[config.mk]
export PLATFORM = sky130hd
export DESIGN_NAME = debounce_pulse
export DESIGN_NICKNAME = d
export VERILOG_FILES = /design/src/rtl/debounce_pulse.sv
export SDC_FILE = /design/constraint.sdc
export NUM_CORES = 1
export LEC_CHECK = 0
export ABC_AREA = 1
export CAP_MARGIN = 40
export CORE_ASPECT_RATIO = 2
export CORE_UTILIZATION = 35
export CTS_CLUSTER_DIAMETER = 120
export DETAILED_ROUTE_END_ITERATION = 10
export PLACE_DENSITY = 0.61
export SLEW_MARGIN = 20
export SYNTH_ARGS = -nofsm -noshare
export SYNTH_HDL_FRONTEND = slang
export SYNTH_SLANG_ARGS = --single-unit
[constraint.sdc]
create_clock -name clk -period 1.9 [get_ports clk]
set_clock_uncertainty 0.15 [all_clocks]
set_input_delay 0.38 -clock clk [delete_from_list [all_inputs] [get_ports clk]]
set_output_delay 0.38 -clock clk [all_outputs]
set_load 0.1 [all_outputs]
[src/rtl/debounce_pulse.sv]
// Two-flop synchroniser plus a four-state qualification FSM that turns a bouncy
// raw line into a clean level and one-cycle rise/fall pulses.
module debounce_pulse #(
  parameter int STABLE_CYCLES = 4,
  parameter int CNT_W         = 16
) (
  input  logic clk,
  input  logic rst,
  input  logic raw_in,
  output logic level_out,
  output logic rise_pulse,
  output logic fall_pulse
);

  typedef enum logic [1:0] {
    LOW       = 2'd0,
    WAIT_HIGH = 2'd1,
    HIGH      = 2'd2,
    WAIT_LOW  = 2'd3
  } state_t;

  localparam logic [CNT_W-1:0] TERM_CNT = CNT_W'(STABLE_CYCLES - 1);

  state_t           state_reg, state_next;
  logic [CNT_W-1:0] cnt_reg, cnt_next;
  logic             level_next, rise_next, fall_next;
  logic             sync_q1, sync_q2;

  always_ff @(posedge clk) begin
    if (rst) begin
      sync_q1    <= 1'b0;
      sync_q2    <= 1'b0;
      state_reg  <= LOW;
      cnt_reg    <= '0;
      level_out  <= 1'b0;
      rise_pulse <= 1'b0;
      fall_pulse <= 1'b0;
    end else begin
      sync_q1    <= raw_in;
      sync_q2    <= sync_q1;
      state_reg  <= state_next;
      cnt_reg    <= cnt_next;
      level_out  <= level_next;
      rise_pulse <= rise_next;
      fall_pulse <= fall_next;
    end
  end

  // The entry edge into WAIT_* counts as the first stable sample, so the
  // terminal count is STABLE_CYCLES-1 and the counter never needs to wrap.
  always_comb begin
    state_next = state_reg;
    cnt_next   = cnt_reg;
    level_next = level_out;
    rise_next  = 1'b0;
    fall_next  = 1'b0;
    case (state_reg)
      LOW: begin
        if (sync_q2) begin
          state_next = WAIT_HIGH;
          cnt_next   = '0;
        end
      end
      WAIT_HIGH: begin
        if (!sync_q2) begin
          state_next = LOW;
          cnt_next   = '0;
        end else if (cnt_reg == TERM_CNT) begin
          state_next = HIGH;
          cnt_next   = '0;
          level_next = 1'b1;
          rise_next  = 1'b1;
        end else begin
          cnt_next = cnt_reg + 1'b1;
        end
      end
      HIGH: begin
        if (!sync_q2) begin
          state_next = WAIT_LOW;
          cnt_next   = '0;
        end
      end
      WAIT_LOW: begin
        if (sync_q2) begin
          state_next = HIGH;
          cnt_next   = '0;
        end else if (cnt_reg == TERM_CNT) begin
          state_next = LOW;
          cnt_next   = '0;
          level_next = 1'b0;
          fall_next  = 1'b1;
        end else begin
          cnt_next = cnt_reg + 1'b1;
        end
      end
      default: begin
        state_next = LOW;
        cnt_next   = '0;
        level_next = 1'b0;
      end
    endcase
  end

endmodule

==> results of run 1 <==
## per-stage QoR
step	power, mW	hold WS (ps)
detailed placement	0.545	246
floorplan	0.530	238
CTS	0.854	258
global placement	0.545	242
global route	0.877	288
finish	0.841	255
## power by group
group | leakage (nW) | internal (mW) | switching, mW | total [mW]
Clock | 0.0228 | 0.150 | 0.159 | 0.309
Sequential | 0.186 | 0.486 | 0.00444 | 0.490
Combinational | 0.325 | 0.0128 | 0.0296 | 0.0424
## synthesized netlist by cell type (all sizes together)
cell / n / area, um^2
nand4: 4 / 25.0
inv: 21 / 78.8
nand3b: 1 / 7.51
and3: 1 / 6.26
nand2: 69 / 267
buf: 4 / 27.5
xnor2: 1 / 8.76
nor3: 2 / 10.0
xor2: 1 / 8.76
a21oi: 17 / 130
nor2: 31 / 141
o211ai: 1 / 7.51
or2: 1 / 6.26
dfxtp: 23 / 460
clkinv: 1 / 3.75
nand3: 13 / 85.1
ha: 1 / 12.5
o21ai: 7 / 35.0
o21bai: 1 / 7.51
## cell usage in the layout (no fill, tap or decap), types with 2 or more instances in the layout
master	instances
a21oi_2	9
o21ai_0	5
clkbuf_8	3
nand4_1	4
nand3_2	4
inv_2	3
nor3_1	2
nand2_1	66
nand2_2	3
a21oi_1	7
nor2_4	2
dfxtp_1	23
nand3_1	9
inv_1	18
o21ai_1	2
buf_12	3
buf_4	5
nor2_1	25
clkdlybuf4s50_1	2
nor2_2	4
## routing by layer
metal / wire [um] / share of wire, % / vias up
li1: - / - / 654
met1: 1180 / 40 / 571
met2: 1600 / 54 / 11
met3: 37 / 1.3 / 9
met4: 125 / 4.2 / 0
met5: 0 / 0 / -
## area by class of cell
cell class	instances	area (um^2)
Clock buffer	4	45.0
Fill cell	385	2080
Inverter	22	82.6
Multi-Input combinational cell	151	758
Sequential cell	23	460
Tap cell	49	61.3
Timing Repair Buffer	10	118
## worst max-delay path: stages (launching register included)
cell	delay, ps
dfxtp_1	380
ha_1	230
inv_1	50
nor2_1	100
nand2_1	60
nor2_1	160
a21oi_4	70
buf_4	170
nand2_1	80
nand2_1	50
inv_1	40
nor2_1	30
## kinds of logic after synthesis
group	after synthesis	synth area share, %
compound gates	26	13.6
xor+xnor	2	1.32
fa+ha+maj	1	0.941
buf+inv	26	8.29
flops	23	34.7
simple gates	122	41.2
## path summary, 6_finish.rpt
check                      to  slack, ps
hold / removal        sync_q2        250
setup / recovery  cnt_reg[10]        220
setup reg to reg  cnt_reg[10]        220
hold reg to reg       sync_q2        250
==> impl_metrics.ini, run 1 <==
[outcome]
status = complete, no violations

[timing]
hold_viol = 0
max_freq_mhz = 597
setup_ws_ps = 224
slew_violations = 0
min_period_ps = 1680
finalCritPeriodShare_pct = 88.2
slew_headroom_pct = 81.4
rsz0062_at_grt = no
finalSetupViolCount = 0
tns_ps = 0
tightest_slew_ps = 277

[synth]
syn_nets = 204
syn_area_um2 = 1330
ys_seq_area_share_pct = 34.7
synth_cell_type_count = 30
synth-seq-cells = 23
synthCells = 200
synth.avg_cell_area_um2 = 6.64
yosysWarnings = 0

[global_route]
grt_use_met3_pct = 2.22
grt_max_degree = 16
grt_pass1_vias = 1187
top_usage_layer = met2
use_met2_pct = 30.5
grt_pass1_wl_um = 5000
use_met1_pct = 16.6
grtUsageTotal_pct = 17.0
antenna_found_initial = 0
overflow = 0

[run]
drv_cap = 0

[die]
die_area_um2 = 4060
rows = 31
core_area_um2 = 3610
die_height_um = 89.1
initial_core_util_pct = 36.8
die_x_um = 45.6
ios = 6

[clock_network]
clkTransAtPathRegs_ps = 80
clockBufferDepth = 2
cts_buffers = 3
insertion_delay_ps = 270
tritoncts = yes
cts_resized = 0
cts-htree-levels = 1
cts_root_buffer = clkbuf_8
holdBufCountCts = 0
clkSinkCount = 23
post-cts-setup-buffers = 0

[placed_design]
hpwl_um = 2300
gp_congestion = 0.821
pre_cts_ws_ps = 211
place.detailed.instances = 255
placement.cell_area_um2 = 1480
placement.io_buffers = 5

[layout]
finish.net_count = 215
instances_no_fill = 259
final_cell_area_um2 = 1530
antenna_cells = 0
syn2layout_area_growth_pct = 14.8
largest_reg_flops = 16
final_util_pct = 42.3
drive_gt1_share_pct = 18.1

[critical_path]
crit_type = reg -> reg
cp.required_ps = 1920
start_kind = flip-flop
end_kind = flip-flop
startpoint = cnt_reg[1]
r2r-start = cnt_reg[1]
critical_path.max_fanout = 8
r2r_cells = 11
cp.arrival_ps = 1690

[routing]
drtIter0Drc = 24
ant_nets = 0
drt-pass1-iter-count = 4
wl_per_cell_um = 11.4
wl_um = 2950
via_count = 1245
vias_per_cell = 4.81
drcViolationCount = 0

[worst_hold_path]
hp-class = reg -> reg
holdPathStages = 2
holdCritStartpoint = sync_q1

[power_and_ir_drop]
vdd_drop_max_uv = 348
powerDensity_nw_per_um2 = 552
leakage_nw = 0.533
Note: power is estimated with default switching activity, not from simulation.
==> inputs of run 2 (changes only) <==
- CORE_MARGIN: not set -> 3
==> impl_metrics.ini, run 2 (synthesized netlist as in run 1, its figures left out) <==
[timing]
max_freq_mhz = 609
hold_viol = 0
tns_ps = 0
slew_violations = 0
tightest_slew_ps = 271
slew_headroom_pct = 81.8
finalSetupViolCount = 0
rsz0062_at_grt = no
min_period_ps = 1640
finalCritPeriodShare_pct = 86.4

[critical_path]
crit_family = simple AND/OR/NAND/NOR gates
rrSetupSlack_ps = 260
reg2reg_to = cnt_reg[10]
crit_path_end = cnt_reg[10]
path_depth = 11
startpoint = cnt_reg[1]
cp.arrival_ps = 1660
r2r_cells = 11
cpPeakStageDelay_ps = 380
crit_chain = ha_1, inv_1, nor2_1, nand2_1, nor2_1, a21oi_4, buf_4, nand2_1, nand2_1, inv_1, nor2_1
crit_slowest_cell = dfxtp_1
cp.required_ps = 1920
end_kind = flip-flop
critical_path.max_fanout = 8
cp_num_buf_inv = 3
crit_type = reg -> reg
r2r-start = cnt_reg[1]
start_kind = flip-flop

[die]
core_area_um2 = 3650
rows = 31
die_x_um = 49.6
die_height_um = 93.1
initial_core_util_pct = 36.4
ios = 6
die_area_um2 = 4620

[global_route]
grt_max_degree = 16
grtUsageTotal_pct = 13.7
overflow = 0
grt_pass1_vias = 1193
grt_pass1_wl_um = 5010
antenna_found_initial = 0

[clock_network]
post-cts-setup-buffers = 0
holdBufCountCts = 0
clkTransAtPathRegs_ps = 80
clkSinkCount = 23
cts-htree-levels = 1
tritoncts = yes
cts_root_buffer = clkbuf_8
cts_buffers = 3
cts_resized = 0
insertion_delay_ps = 270
clockBufferDepth = 2

[layout]
final_common_cell = nand2_1
antenna_cells = 0
drive_gt1_share_pct = 18.6
syn2layout_area_growth_pct = 14.9
layout_common_cells = nand2_1 (66), nor2_1 (25), dfxtp_1 (23)
largest_reg_flops = 16
finish.net_count = 215

[power_and_ir_drop]
powerDensity_nw_per_um2 = 556
pwr-share-comb_pct = 4.9
switching_power_mw = 0.203
vdd_drop_max_uv = 398
total_power_mw = 0.849
intPower_mw = 0.645
leakage_nw = 0.536
p_clk_share_pct = 37.3
seq_power_share_pct = 57.8
p_sw_share_pct = 24.0

[routing]
drtIter0Drc = 19
ant_nets = 0
vias_per_cell = 4.75
via_count = 1229
wl_per_cell_um = 11.2
drt-pass1-iter-count = 4
drcViolationCount = 0
wl_um = 2890

[worst_hold_path]
hp-class = reg -> reg

[placed_design]
gp_congestion = 0.852
placement.io_buffers = 5
hpwl_um = 2280

[run]
drv_cap = 0

[outcome]
status = complete, no violations
[run 2: cell count changes in the layout (fill, tap and decap cells not counted)]
cell      delta
clkbuf_1     -1
clkinv_2     +1
[run 2: worst register-to-register path, cell delays in order, from the launching register on]
cell     delay [ps]
dfxtp_1         380
ha_1            220
inv_1            50
nor2_1           80
nand2_1          50
nor2_1          160
a21oi_4          70
buf_4           170
nand2_1          80
nand2_1          50
inv_1            40
nor2_1           30
[run 2: how the worst min path moves through the flow]
stage | start | to | slack (ps) | cells after the start
global route | sync_q1 | sync_q2 | 280 | 2
global placement | sync_q1 | sync_q2 | 240 | 2
floorplan | sync_q1 | sync_q2 | 240 | 2
detailed placement | sync_q1 | sync_q2 | 250 | 2
finish | sync_q1 | sync_q2 | 260 | 2
CTS | sync_q1 | sync_q2 | 260 | 2
[run 2: through the flow]
stage	worst slack, ps	utilization (%)	hold WS (ps)	cells	cell area [um^2]
2_1_floorplan	418	-	238	200	1330
3_3_place_gp	240	40.6	242	255	1480
3_5_place_dp	221	40.6	249	255	1480
4_1_cts	252	41.9	261	259	1530
5_1_grt	137	41.9	277	259	1530
6_report	258	41.9	260	259	1530
[run 2: per-layer routing]
metal | wire length, um | global-route usage [%]
met1 | 1140 | 13.6
met5 | 0 | 0
met3 | 51 | 1.44
met4 | 89 | 7.85
met2 | 1610 | 26.2
[run 2: layout make-up]
cell class | instances | area (um^2)
fillers | 401 | 2120
multi-input cells | 151 | 758
flip-flops and latches | 23 | 460
repair buffers | 10 | 118
inverters | 22 | 82.6
well taps | 49 | 61.3
clock buffers | 3 | 41.3
clock inverters | 1 | 5.00
[run 2: power groups by stage]
stage / combinational (mW) / clock (mW) / sequential (mW)
CTS: 0.0421 / 0.332 / 0.490
global route: 0.0466 / 0.345 / 0.491
finish: 0.0415 / 0.317 / 0.490
floorplan: 0.0295 / 0 / 0.500
detailed placement: 0.0421 / 0 / 0.502
global placement: 0.0430 / 0 / 0.502
